**src/rtl/imm_gen.sv**
```systemverilog
// RV32I immediate generator: decodes the opcode format and registers imm/fmt.
// Optional IMMGEN_ZICSR_EN maps CSR*I instructions to the zero-extended Z format.
module imm_gen (
    input  logic        clk,
    input  logic        rst_n,
    input  logic        en,
    input  logic [31:0] instr,
    output logic [31:0] imm,
    output logic [2:0]  fmt
);

    typedef enum logic [2:0] {
        FMT_NONE = 3'd0,
        FMT_I    = 3'd1,
        FMT_S    = 3'd2,
        FMT_B    = 3'd3,
        FMT_U    = 3'd4,
        FMT_J    = 3'd5,
        FMT_Z    = 3'd6
    } fmt_t;

    localparam logic [6:0] OP_LOAD   = 7'b0000011;
    localparam logic [6:0] OP_IMM    = 7'b0010011;
    localparam logic [6:0] OP_JALR   = 7'b1100111;
    localparam logic [6:0] OP_MISC   = 7'b0001111;
    localparam logic [6:0] OP_STORE  = 7'b0100011;
    localparam logic [6:0] OP_BRANCH = 7'b1100011;
    localparam logic [6:0] OP_LUI    = 7'b0110111;
    localparam logic [6:0] OP_AUIPC  = 7'b0010111;
    localparam logic [6:0] OP_JAL    = 7'b1101111;
    localparam logic [6:0] OP_SYSTEM = 7'b1110011;

    logic [6:0]  op;
    logic        is_sys;
    logic        is_i;
    logic        is_s;
    logic        is_b;
    logic        is_u;
    logic        is_j;
    logic        is_z;
    logic [31:0] imm_d;
    fmt_t        fmt_d;
    logic [31:0] imm_q;
    fmt_t        fmt_q;

    assign op     = instr[6:0];
    assign is_sys = (op == OP_SYSTEM);

`ifdef IMMGEN_ZICSR_EN
    assign is_z = is_sys && instr[14];
`else
    assign is_z = 1'b0;
`endif

    // SYSTEM is I-type unless it was claimed as a CSR immediate form
    assign is_i = (op == OP_LOAD) || (op == OP_IMM) ||
                  (op == OP_JALR) || (op == OP_MISC) ||
                  (is_sys && !is_z);
    assign is_s = (op == OP_STORE);
    assign is_b = (op == OP_BRANCH);
    assign is_u = (op == OP_LUI) || (op == OP_AUIPC);
    assign is_j = (op == OP_JAL);

    always_comb begin
        imm_d = 32'h0;
        fmt_d = FMT_NONE;
        unique case (1'b1)
            is_i: begin
                imm_d = {{21{instr[31]}}, instr[30:20]};
                fmt_d = FMT_I;
            end
            is_s: begin
                imm_d = {{21{instr[31]}}, instr[30:25], instr[11:7]};
                fmt_d = FMT_S;
            end
            is_b: begin
                imm_d = {{20{instr[31]}}, instr[7], instr[30:25],
                         instr[11:8], 1'b0};
                fmt_d = FMT_B;
            end
            is_u: begin
                imm_d = {instr[31:12], 12'h000};
                fmt_d = FMT_U;
            end
            is_j: begin
                imm_d = {{12{instr[31]}}, instr[19:12], instr[20],
                         instr[30:21], 1'b0};
                fmt_d = FMT_J;
            end
            is_z: begin
                imm_d = {27'h0, instr[19:15]};
                fmt_d = FMT_Z;
            end
            default: begin
                imm_d = 32'h0;
                fmt_d = FMT_NONE;
            end
        endcase
    end

    always_ff @(posedge clk or negedge rst_n) begin
        if (!rst_n) begin
            imm_q <= 32'h0;
            fmt_q <= FMT_NONE;
        end else if (en) begin
            imm_q <= imm_d;
            fmt_q <= fmt_d;
        end
    end

    assign imm = imm_q;
    assign fmt = fmt_q;

endmodule

```
**config.mk**
```make
export PLATFORM = sky130hd
export DESIGN_NAME = imm_gen
export DESIGN_NICKNAME = d
export VERILOG_FILES = /design/src/rtl/imm_gen.sv
export SDC_FILE = /design/constraint.sdc
export NUM_CORES = 1
export LEC_CHECK = 0
export CAP_MARGIN = 20
export CORE_MARGIN = 5
export CORE_UTILIZATION = 46
export DETAILED_ROUTE_END_ITERATION = 8
export PLACE_DENSITY = 0.86
export RECOVER_POWER = 50
export SYNTH_ARGS = -nofsm -noshare
export SYNTH_HDL_FRONTEND = slang
export SYNTH_SLANG_ARGS = --single-unit
```
**constraint.sdc**
```tcl
create_clock -name clk -period 1.1 [get_ports clk]
set_input_delay 0.165 -clock clk [delete_from_list [all_inputs] [get_ports clk]]
set_output_delay 0.165 -clock clk [all_outputs]
set_load 0.02 [all_outputs]
```
Word level (Yosys, flattened, before mapping)

Cells that the tools add are included.

Reductions and logical operators: 5
Mux-type cells: 2
Eq/ne operators: 10

Operators by type and width:

| operator                                             | count |
|---|---|
| one-hot mux 32 bit (5 select lines)                  | 1 |
| equality test 7 bit (second input constant)          | 4 |
| one-hot mux 3 bit (5 select lines)                   | 1 |
| equality test 7 x 5 -> 1 bit (second input constant) | 2 |
| equality test 7 x 6 -> 1 bit (second input constant) | 2 |
| equality test 7 x 2 -> 1 bit (second input constant) | 1 |
| equality test 7 x 4 -> 1 bit (second input constant) | 1 |
| logical OR 1 bit                                     | 5 |

Logic and storage cells: 19
Flip-flop bits (word level): 35
Output and inout port bits: 35
Input bits: 35

Depth between registers and ports, before layout

Word-level depth: 6
Mapped depth: 7

Least setup slack after synthesis

Ideal clock, no wire load.

Path type: input port to flip-flop
Start point: input instr[1]
End point: register imm_q[0] (netlist: imm[0])
Arrival time: 1.254 ns
Path slack: -0.286 ns
Stages: 6
Cells stage by stage: buf_2 and4b_1 buf_2 and4b_1 a2111oi_1 nor2_1

Cells in the longest elaborated chain, start to end: 6
Elaborated cells on any way between the ends: 16

RTL lines:

| what                                                                         | line | source |
|---|---|---|
| from (decl)                                                                  | 7    | `input logic [31:0] instr,` |
| equality test 7 x 2 -> 1 bit or equality test 7 x 5 -> 1 bit (tied branches) | 56   | `assign is_i = (op == OP_LOAD) \|\| (op == OP_IMM) \|\|` |
| logical OR 1 bit (2 in series)                                               | 56   |  |
| logical OR 1 bit (2 in series)                                               | 57   | `(op == OP_JALR) \|\| (op == OP_MISC) \|\|` |
| one-hot mux 32 bit (5 select lines) (*)                                      | 67   | `unique case (1'b1)` |
| to (signal assigned)                                                         | 106  | `imm_q <= imm_d;` |
| to (decl)                                                                    | 43   | `logic [31:0] imm_q;` |

Every way passes the cells marked *; elsewhere a longest branch is shown, timed or not.
A chain may end at the register's enable or synchronous reset.

Worst setup path after layout

Start point: input instr[6]
End point: register imm_q[22] (netlist: imm[22])

Same word-level chain as after synthesis.

==> impl_results.md <==
* Final HPWL from detailed placement at 4868 um
* Area delta synth->final at 60.13%
* Hold WC Path Type: input pin to flip-flop
* Hold Fails Final Rpt at 0
* Layout Nets at 370
* Post-Syn Instances at 222
* Yosys Warn Count at 0
* CTS Buffer Depth at 2
* Final setup viols at 10
* Maximum vdd ir drop at 0.7157 mV
* PwrDens at 890.4 nW/um^2
* Ys flop type: dfrtp_1
* Die Ht at 78.86 um
* P_leak at 0.001599 uW
* Cell area after synthesis at 2181 sq um
* Seq/Total Area, Yosys at 40.16%
* Inserted Diodes at 0
* Total power at 3109 uW
* Cts bufs inserted at 5
* WL final at 8180 um
* Setup WS post-layout at -0.04211 ns
* Actual slew at the worst max-slew pin at 0.4859 ns
* FF+latch count, synth at 35
* CTS tree: yes
* Share of post-route cells with drive strength above 1 at 49.11%
* DRC viols at 0
* Grt total ovfl at 0
* First-pass GRT wire length at 12,450 um
* Starting Density at 46.79%
* Tcrit/Tclk final at 103.8%
* DR vias at 2,344
* Max_slew headroom at 67.60%
* Worst endpoint required time at 1.31 ns
* Syn nets at 257
* Antenna Nets Post-Route at 0
* Pre-CTS setup slack at -0.8338 ns
* Setup TNS at -0.2009 ns
* Vias in the first global route at 2,466
* WL/cell at 20.97 um
* Die width at 78.86 um
* IO Pins at 70
* Status: finished with violations
* CP endpoint kind: flip-flop
* Post-synth EDFFs at 0
* Layout Cells excl Fill at 390
* Worst Path Arrival at 1.35 ns
* Worst-path clk slew at 0.08 ns
* Clock skew at 0 ns
* Post-layout min period at 1.142 ns
* Via density at 6.010
* Gpl congestion at 0.8958
* Initial antenna violation count at 0
* Setup Crit Path Kind: input pin to flip-flop
* Inst Count DP at 368
* Largest net degree at the start of global routing at 36
* # rows at 25
* Slew Viols, Final at 0
* Input/output buffers at 69
* Distinct cells, synth at 53
* GRT Resource Usage Total at 25.58%
* Worst Setup Start Kind: input pin
* CP max FO at 7
* Failing checks: negative setup slack
* Max frequency at 875.6 MHz
* Clock latency on the worst-skew pair at 0.29 ns
* Initial DRC Count at 224
* Core footprint at 4661 sq um
* Share of flip-flops with an asynchronous set or reset at 100.0%
* CTS root buffer: clkbuf_8
* Maxcap violations at 0
* Htree depth at 2
* RSZ-0062 raised after global routing: yes
* Initial DRT Pass Iterations at 4
* Hold_ws at 0.3915 ns
* DIE AREA at 6218 sq um
* Clock sink count at 35
* Synthesized area per cell at 9.824 sq um
cells in the final DEF (no fill, tap or decap), types with 3 or more instances in the layout:
cell type,count
buf_4,41
buf_2,30
nor3_4,4
buf_6,9
mux2i_1,6
a21oi_2,10
a21boi_1,4
nand3_1,7
nor2_1,10
a31oi_1,10
a2bb2oi_1,3
nor3_2,4
a21o_1,3
clkbuf_2,7
nand2_1,12
o21ai_1,5
dfrtp_1,35
buf_12,6
and2b_1,9
clkbuf_8,5
clkdlybuf4s50_1,24
a22oi_1,7
a21oi_4,3
o21ai_0,5
a211oi_2,12
nor3_1,3
o22ai_1,3
synthesized netlist by cell type, types with 4 or more instances:
| cell | n | area share [%] |
|---|---|---|
| dfrtp_1 | 35 | 40 |
| nand2_1 | 13 | 2.2 |
| a21oi_2 | 11 | 4.4 |
| a31oi_1 | 11 | 3.2 |
| and2b_1 | 11 | 3.8 |
| nor2_1 | 11 | 1.9 |
| nor3_1 | 11 | 2.5 |
| o21ai_0 | 11 | 2.5 |
| a211oi_2 | 10 | 5.7 |
| buf_2 | 10 | 2.3 |
| a22oi_1 | 8 | 2.8 |
| nand3_1 | 7 | 1.6 |
| mux2i_1 | 6 | 2.8 |
| a21boi_0 | 4 | 1.4 |
| a2bb2oi_1 | 4 | 1.6 |
| clkbuf_1 | 4 | 0.69 |
| o22ai_1 | 4 | 1.1 |
where the power goes:
part	internal (uW)	leakage (uW)	total (uW)	switching [uW]
combinational	413	0.00108	824	411
sequential	1320	0.000482	1330	16.9
clock	443	0.0000412	952	509
total	2170	0.00160	3110	937
cells by family after synthesis:
| logic type | Yosys count | synth area share (%) |
|---|---|---|
| AOI/OAI and AO/OA | 82 | 30.24 |
| xor gates and xnor gates | 1 | 0.4017 |
| buffers and inverters | 23 | 6.367 |
| DFF | 35 | 40.16 |
| muxes | 6 | 2.754 |
| and+or+nand+nor | 75 | 20.08 |
metrics by stage:
stage	instance area [sq um]	util (%)
after floorplan	2273	-
after global placement	3231	69.32
after detailed placement	3231	69.32
after CTS	3518	75.49
after global routing	3492	74.93
final	3492	74.93
sequential cells by signal, summed over array words and instances (netlist names):
name,flops
fmt,3
imm,32
cell type report:
class | instances | area (sq um)
repair buffers | 126 | 1085
multi-input cells | 165 | 1371
fillers | 326 | 1169
clock buffers | 6 | 72.57
inverters | 2 | 7.507
flip-flops and latches | 35 | 875.8
clock inverters | 2 | 12.51
well taps | 54 | 67.56
worst max-delay path, cell delays in order:
cell and delay (ns):
buf_12 0.11, or2_4 0.26, o32ai_4 0.32, buf_6 0.18, buf_12 0.12, nor3_4 0.04
a211oi_2 0.16
per-layer routing:
metal	global-route usage [%]	vias up	share of wire (%)
met4	8.935	0	3.5
li1	-	1066	-
met1	31.30	1133	40
met3	5.896	27	7.3
met5	0	-	0
met2	44.23	118	50
timing repair:
action | in CTS | in global routing
resized for setup | 178 | 55
cloned | 5 | 0
pin swaps | 23 | 12
hold buffers | 1 | 0
buffers inserted | 6 | 5
endpoints found under the hold margin | 35 | 0
endpoints found under the setup margin | 70 | 52
worst paths after layout:
check                           startpoint  endpoint  slack (ns)  depth (start not counted)
max in group asynchronous            rst_n   imm[15]        0.28                          3
worst min register to register      fmt[2]    fmt[2]        0.49                          1
min in group asynchronous            rst_n    imm[6]        0.48                          3
worst min-delay path              instr[6]    fmt[0]        0.39                          5
worst max-delay path              instr[6]   imm[22]       -0.04                          7
worst max register to register     imm[20]   imm[20]        0.03                          3
Note: power is estimated with default switching activity, not from simulation.
